`src/rtl/lsq_buffer_pkg.sv`:
```
// Shared load/store queue types, also consumed by the memory stage.
// The queue depth macro is guarded so a project-wide definition takes priority.
`ifndef LSQ_SIZE
`define LSQ_SIZE 8
`endif

package lsq_buffer_pkg;

    localparam int COLOR_W = 32;

    typedef logic [31:0] Address;
    typedef logic [31:0] MemoryWord;

    typedef enum logic {
        LOAD  = 1'b0,
        STORE = 1'b1
    } memory_category_type;

    typedef enum logic [1:0] {
        DRAIN_IDLE  = 2'd0,
        DRAIN_ISSUE = 2'd1,
        DRAIN_WAIT  = 2'd2
    } drain_state_t;

    typedef struct packed {
        logic                valid;
        logic [31:0]         tag;
        Address              address;
        MemoryWord           value;
        logic [COLOR_W-1:0]  color;
        memory_category_type category;
        logic                ready;
        logic                committed;
    } lsq_entry;

    // Ring-index increment; size must be a power of two.
    function automatic logic [31:0] ring_inc(input logic [31:0] idx, input int size);
        return (idx + 32'd1) & 32'(size - 1);
    endfunction

endpackage

```
`src/rtl/lsq_store_drain.sv`:
```
// Head-of-queue drain: pops committed loads directly and runs committed
// stores through a one-cycle write request followed by a busy wait.
module lsq_store_drain
    import lsq_buffer_pkg::*;
(
    input  logic      clk,
    input  logic      reset,
    input  lsq_entry  i_head,
    input  logic      i_data_busy,
    output logic      o_pop,
    output logic      o_mem_write,
    output Address    o_store_address,
    output MemoryWord o_store_data
);

    drain_state_t r_state;
    logic         r_mem_write;
    Address       r_store_address;
    MemoryWord    r_store_data;
    logic         w_load_ready;
    logic         w_store_ready;
    logic         w_unused_head;

    assign w_load_ready  = i_head.valid && i_head.committed && (i_head.category == LOAD);
    assign w_store_ready = i_head.valid && i_head.committed && (i_head.category == STORE);
    assign w_unused_head = ^{i_head.tag, i_head.color, i_head.ready};

    // Pop strobe: loads leave from IDLE, stores leave once the cache is no longer busy.
    always_comb begin
        o_pop = 1'b0;
        case (r_state)
            DRAIN_IDLE: o_pop = w_load_ready;
            DRAIN_WAIT: o_pop = !i_data_busy;
            default:    o_pop = 1'b0;
        endcase
    end

    // Drain FSM with registered cache-port outputs.
    always_ff @(posedge clk) begin
        if (reset) begin
            r_state         <= DRAIN_IDLE;
            r_mem_write     <= 1'b0;
            r_store_address <= 32'd0;
            r_store_data    <= 32'd0;
        end else begin
            case (r_state)
                DRAIN_IDLE: begin
                    if (w_store_ready) begin
                        r_state         <= DRAIN_ISSUE;
                        r_mem_write     <= 1'b1;
                        r_store_address <= i_head.address;
                        r_store_data    <= i_head.value;
                    end else begin
                        r_mem_write     <= 1'b0;
                    end
                end
                DRAIN_ISSUE: begin
                    r_state     <= DRAIN_WAIT;
                    r_mem_write <= 1'b0;
                end
                DRAIN_WAIT: begin
                    r_mem_write <= 1'b0;
                    if (!i_data_busy) begin
                        r_state <= DRAIN_IDLE;
                    end else begin
                        r_state <= DRAIN_WAIT;
                    end
                end
                default: begin
                    r_state     <= DRAIN_IDLE;
                    r_mem_write <= 1'b0;
                end
            endcase
        end
    end

    assign o_mem_write     = r_mem_write;
    assign o_store_address = r_store_address;
    assign o_store_data    = r_store_data;

endmodule

```
`src/rtl/lsq_buffer.sv`:
```
// Registered load/store queue: in-order allocation, memory-stage write-back,
// commit marking, flush of speculative entries, and head drain to the cache.
module lsq_buffer
    import lsq_buffer_pkg::*;
#(
    parameter int LSQ_SIZE = `LSQ_SIZE
) (
    input  logic                clk,
    input  logic                reset,
    input  logic                alloc_valid,
    input  logic [31:0]         alloc_tag,
    input  memory_category_type alloc_category,
    output logic                alloc_ready,
    input  logic [31:0]         upd_pointer,
    input  lsq_entry            upd_entry,
    input  logic                commit_valid,
    input  logic [31:0]         commit_tag,
    input  logic                flush,
    output lsq_entry            lsq [LSQ_SIZE],
    output logic [31:0]         lsq_tail,
    output logic [31:0]         lsq_head,
    output logic [31:0]         lsq_count,
    output logic                mem_write,
    output Address              store_address,
    output MemoryWord           store_data,
    input  logic                data_busy
);

    localparam int          IDX_W    = $clog2(LSQ_SIZE);
    localparam logic [31:0] IDX_MASK = 32'(LSQ_SIZE - 1);
    localparam logic [31:0] SIZE32   = 32'(LSQ_SIZE);

    lsq_entry           r_lsq [LSQ_SIZE];
    logic [31:0]        r_head;
    logic [31:0]        r_tail;
    logic [31:0]        r_count;
    logic [COLOR_W-1:0] r_color;

    lsq_entry           w_lsq [LSQ_SIZE];
    logic [31:0]        w_head;
    logic [31:0]        w_tail;
    logic [31:0]        w_count;
    logic [COLOR_W-1:0] w_color;
    logic [31:0]        w_ncommit;
    logic [31:0]        w_upd_idx;
    logic               w_alloc;
    logic               w_pop;
    lsq_entry           w_head_entry;
    logic               w_unused_upd;

    assign alloc_ready  = (r_count < SIZE32) && !flush;
    assign w_alloc      = alloc_valid && alloc_ready;
    assign w_upd_idx    = upd_pointer - 32'd1;
    assign w_head_entry = r_lsq[r_head[IDX_W-1:0]];
    assign w_unused_upd = ^{upd_entry.valid, upd_entry.tag, upd_entry.color,
                            upd_entry.category, upd_entry.committed, w_upd_idx[31:IDX_W]};

    lsq_store_drain u_drain (
        .clk             (clk),
        .reset           (reset),
        .i_head          (w_head_entry),
        .i_data_busy     (data_busy),
        .o_pop           (w_pop),
        .o_mem_write     (mem_write),
        .o_store_address (store_address),
        .o_store_data    (store_data)
    );

    // Next-state queue: commit, then update, then pop, then flush or allocate.
    always_comb begin
        w_lsq     = r_lsq;
        w_head    = r_head;
        w_tail    = r_tail;
        w_count   = r_count;
        w_color   = r_color;
        w_ncommit = 32'd0;

        for (int i = 0; i < LSQ_SIZE; i++) begin
            if (commit_valid && r_lsq[i].valid && (r_lsq[i].tag == commit_tag)) begin
                w_lsq[i].committed = 1'b1;
            end else begin
                w_lsq[i].committed = r_lsq[i].committed;
            end
        end

        if (!flush && (upd_pointer != 32'd0) && (upd_pointer <= SIZE32)
                && r_lsq[w_upd_idx[IDX_W-1:0]].valid) begin
            w_lsq[w_upd_idx[IDX_W-1:0]].address = upd_entry.address;
            w_lsq[w_upd_idx[IDX_W-1:0]].value   = upd_entry.value;
            w_lsq[w_upd_idx[IDX_W-1:0]].ready   = upd_entry.ready;
        end else begin
            w_ncommit = 32'd0;
        end

        if (w_pop) begin
            w_lsq[r_head[IDX_W-1:0]].valid = 1'b0;
            w_head = ring_inc(r_head, LSQ_SIZE);
        end else begin
            w_head = r_head;
        end

        // Surviving entries are all committed and contiguous from the new head.
        if (flush) begin
            for (int i = 0; i < LSQ_SIZE; i++) begin
                if (!w_lsq[i].committed) begin
                    w_lsq[i].valid = 1'b0;
                end else begin
                    w_lsq[i].valid = w_lsq[i].valid;
                end
                w_ncommit = w_ncommit + {31'd0, w_lsq[i].valid};
            end
            w_tail  = (w_head + w_ncommit) & IDX_MASK;
            w_count = w_ncommit;
        end else begin
            if (w_alloc) begin
                w_lsq[r_tail[IDX_W-1:0]] = '{valid: 1'b1, tag: alloc_tag, address: 32'd0,
                                             value: 32'd0, color: r_color,
                                             category: alloc_category, ready: 1'b0,
                                             committed: 1'b0};
                w_tail  = ring_inc(r_tail, LSQ_SIZE);
                w_color = r_color + {{(COLOR_W-1){1'b0}}, 1'b1};
            end else begin
                w_tail  = r_tail;
            end
            w_count = r_count + {31'd0, w_alloc} - {31'd0, w_pop};
        end

        if ((w_count == 32'd0) && !(w_alloc && !flush)) begin
            w_color = '0;
        end else begin
            w_color = w_color;
        end
    end

    // Queue state registers.
    always_ff @(posedge clk) begin
        if (reset) begin
            for (int i = 0; i < LSQ_SIZE; i++) begin
                r_lsq[i] <= '0;
            end
            r_head  <= 32'd0;
            r_tail  <= 32'd0;
            r_count <= 32'd0;
            r_color <= '0;
        end else begin
            r_lsq   <= w_lsq;
            r_head  <= w_head;
            r_tail  <= w_tail;
            r_count <= w_count;
            r_color <= w_color;
        end
    end

    assign lsq       = r_lsq;
    assign lsq_head  = r_head;
    assign lsq_tail  = r_tail;
    assign lsq_count = r_count;

endmodule
```
`config.mk`:
```
export PLATFORM = sky130hd
export DESIGN_NAME = lsq_buffer
export DESIGN_NICKNAME = d
export VERILOG_FILES = /design/src/rtl/lsq_buffer_pkg.sv /design/src/rtl/lsq_store_drain.sv /design/src/rtl/lsq_buffer.sv
export SDC_FILE = /design/constraint.sdc
export NUM_CORES = 2
export LEC_CHECK = 0
export CORE_AREA = 4 4 571 573
export DETAILED_ROUTE_END_ITERATION = 12
export DIE_AREA = 0 0 575 577
export DONT_BUFFER_PORTS = 1
export GPL_TIMING_DRIVEN = 0
export HOLD_SLACK_MARGIN = 0.06
export PLACE_DENSITY_LB_ADDON = 0.15
export RECOVER_POWER = 25
export SYNTH_ARGS = -nofsm -noshare
export SYNTH_HDL_FRONTEND = slang
export SYNTH_SLANG_ARGS = --single-unit
```
`constraint.sdc`:
```
create_clock -name clk -period 12.3 [get_ports clk]
set_clock_uncertainty 0.1 [all_clocks]
set_input_delay 1.23 -clock clk [delete_from_list [all_inputs] [get_ports clk]]
set_output_delay 1.23 -clock clk [all_outputs]
set_load 0.005 [all_outputs]
```
==> summary.md <==
| Metric | Value |
|---|---|
| Worst slew margin | `-11.03%` |
| Number of global-route vias before repair | `48160` |
| Pre-CTS setup slack | `3140 ps` |
| Layout area overhead | `21.64%` |
| Sequential element share of the synthesized area | `45.29%` |
| Flops & latches, synth | `1193` |
| Most common cell after layout, fill and taps aside | `nand2_1` |
| Post-synth top flop | `dfxtp_1` |
| 1st-iter DRT viols | `4850` |
| Status | `complete, but fails checks` |
| Initial antenna violation count | `50` |
| GR Util All Layers | `23.22%` |
| Worst R2R Start | `lsq_head[0]` |
| Vias | `51640` |
| Hold Path Sink | `lsq[17]` |
| Synth top area share | `45.29%` |
| Slew Viols, Final | `55` |
| Core area | `320600 sq um` |
| Avg WL per Cell | `35.99 um` |
| Top cells by area, synth | `dfxtp_1 (45%), nand2_1 (15%), a21oi_1 (10%), mux4_2 (4.4%), xor2_1 (2.9%)` |
| Largest area contributor in the netlist | `dfxtp_1` |
| Slowest cell on crit path | `nor4_1` |
| R2R cell count | `23` |
| Required @ worst endpoint | `12920 ps` |
| FP Rows | `208` |
| Max Cap Viol | `7` |
| Crit path launch type | `input port` |
| Most frequent CP cell | `fa_1` |
| CTS tree | `built` |
| Inst Count DP | `10960` |
| Final period util | `68.59%` |
| Minimum clock period after layout | `8436 ps` |
| DP Wirelength | `326.5 mm` |
| Post-Synthesis Cells | `6588` |
| Failing checks | `capacitance limit, slew limit` |
| Final ANT Viol Nets | `0` |
| Post-synth EDFFs | `0` |
| Final TNS setup | `0 ps` |
| Post-CTS Resized | `0` |
| Synth cell types | `78` |
| Synthesized area | `52740 sq um` |
| Met3 usage | `8.888%` |
| CP Class | `in -> reg` |
| Crit path max-delay family | `simple AND/OR/NAND/NOR gates` |
| FF-to-FF End | `r_color[22]` |
| Register clock-pin slew on the reported worst setup and hold paths | `60 ps` |
| Fin worst setup slack | `3864 ps` |
| Post-CTS setup buffers | `0` |
| Buf/Inv on CP | `4` |
| Grt ovf | `0` |
| H-tree levels | `4` |
| Crit-path max FO | `10` |
| LEAKAGE | `20.38 nW` |
| Most used routing layer | `met2` |
| Grt met1 use | `28.61%` |
| Clk_lat worst skew | `850 ps` |
| Root Buffer Master | `clkbuf_16` |
| Setup Viol. Count Final | `0` |
| Crit path largest cell delay | `900 ps` |
| Design Power | `0.01129 W` |
| Leading cell types in the layout, fill and taps excluded | `nand2_1 (2138), dfxtp_1 (1193), a21oi_1 (1085)` |
| Post-synth ARST share | `0%` |
| Worst vdd ir | `0.09607 mV` |
| # clock sinks | `1193` |
| Initial Utilization | `16.45%` |
| Layout cell share with drive strength beyond 1 | `8.519%` |
| Total CTS buffers | `165` |
| Largest net degree at the start of global routing | `14` |
| Hold Violations, Final | `0` |
| First-pass GRT wire length | `516.1 mm` |
| RePlAce Congestion | `0.9834` |
| Syn_area_per_cell | `8.005 sq um` |
| Post-CTS Hold Fix Bufs | `0` |
| R2R Setup Slk | `3870 ps` |
| Met2 Use GR | `36.34%` |
| Synth Warn # | `0` |
| Net total in the final layout | `7129` |
| Worst min path class | `reg -> reg` |
| Ports | `1453` |
| Vias/cell | `4.575` |
| Die Height | `577 um` |
| Worst hold stages | `2` |
| RSZ-0062 raised after global routing | `no` |
| CP Data Arrival Time | `9060 ps` |
| Total routed wirelength | `406.3 mm` |
| Maximum operating frequency | `0.1185 GHz` |
| Crit path capture type | `register` |
| Power per cell area | `176.0 nW/um^2` |
| Die area | `331800 sq um` |
| Port-buffer cells | `0` |
| 1st-pass router iterations | `6` |
| Slew @ Worst Pin | `1665 ps` |
| Longest Clk Path Bufs | `4` |
| Worst-path cell chain | `clkbuf_1, xor2_1, nor4_1, nand4_1, nor4_1, a41oi_1, nor2_1, fa_1, inv_1, fa_1, fa_1, inv_1, ha_1, fa_1, xor2_1, nor3_1, a22o_1, nand2_1, a211oi_1, o2111a_2, buf_4, nor3_1, a211o_1` |
| Hold_sp | `lsq[17]` |
| DIE WIDTH | `575 um` |
| Cell Count, Final, Fillers Out | `11290` |
| Remaining routing DRC violations | `0` |
## logic make-up (layout without fill, tap and decap cells)
logic type | Yosys count | after routing | share of synthesized area (%)
AOI/OAI and AO/OA | 1343 | 1343 | 13.99
and+or+nand+nor | 2737 | 2737 | 21.14
muxes | 219 | 219 | 6.605
adders and majority gates | 68 | 68 | 1.699
other | 1 | 93 | 0.007111
DFF | 1193 | 1193 | 45.29
buffers and inverters | 710 | 1014 | 6.017
xor gates and xnor gates | 317 | 317 | 5.265
## worst max path at each step
stage / start / endpoint / slack (ps) / depth (start not counted)
after floorplan: commit_tag[10] / r_color[10] / 5940 / 23
after CTS: lsq_head[1] / r_color[2] / 3720 / 21
after global placement: lsq_head[2] / r_color[28] / 1850 / 18
after detailed placement: commit_tag[22] / r_color[9] / 3140 / 24
after global routing: lsq_head[0] / r_color[27] / 3360 / 23
final: commit_tag[24] / r_color[22] / 3860 / 23
## tightest hold or removal path: cells and delay by family (launching register included)
kind,cells,cell delay [ps]
flip-flops,1,320
AND/OR/NAND/NOR,1,60
AO/OA/AOI/OAI,1,50
## per-stage QoR
step | utilization (%) | hold WS (ps) | instance area, sq um
after floorplan | - | 348.2 | 52950
after global placement | 18.20 | 372.5 | 58340
after detailed placement | 18.29 | 369.9 | 58660
after CTS | 19.97 | 358.5 | 64040
after global routing | 19.98 | 381.3 | 64080
final | 20.01 | 379.2 | 64150
## routing by layer
| layer | routed length (um) | vias to the layer above |
|---|---|---|
| li1 | - | 22370 |
| met1 | 166200 | 25970 |
| met2 | 179700 | 2724 |
| met3 | 41580 | 568 |
| met4 | 18840 | 10 |
| met5 | 67 | - |
## report_power, final
group | switching, W | leakage (nW) | internal [W] | total (W)
combinational | 0.00160 | 8.14 | 0.000689 | 0.00229
clock | 0.00207 | 2.64 | 0.00286 | 0.00493
sequential | 0.000143 | 9.61 | 0.00393 | 0.00407
## synthesized netlist by cell type, drive strengths merged (10+ instances only)
cell / count
nor4: 65
nor2: 219
nand2: 2138
a21oi: 1085
a21o: 12
xnor2: 140
o211ai: 10
o21ai: 36
nand3: 33
nor2b: 58
mux2i: 114
a211o: 36
nand2b: 17
mux4: 103
xor2: 177
clkbuf: 423
ha: 62
or2: 11
nand4: 50
o22ai: 28
dfxtp: 1193
a211oi: 72
and3: 20
inv: 60
nor3: 89
buf: 227
## state kept, by name, summed over array words and instances (netlist names)
signal / flops
lsq: 1056
lsq_count: 32
r_color: 32
u_drain.o_store_address: 32
u_drain.o_store_data: 32
lsq_head: 3
lsq_tail: 3
u_drain.r_state: 2
u_drain.o_mem_write: 1
## final cells by class
type	instances	area, sq um
Fill cell	35980	256500
Multi-Input combinational cell	4742	25930
Sequential cell	1193	23880
Tap cell	4305	5386
Clock buffer	239	4863
Buffer	650	3000
Clock inverter	51	520.5
Timing Repair Buffer	14	259.0
Inverter	60	225.2
Antenna cell	35	87.58
(Power assumes the default switching activity.)
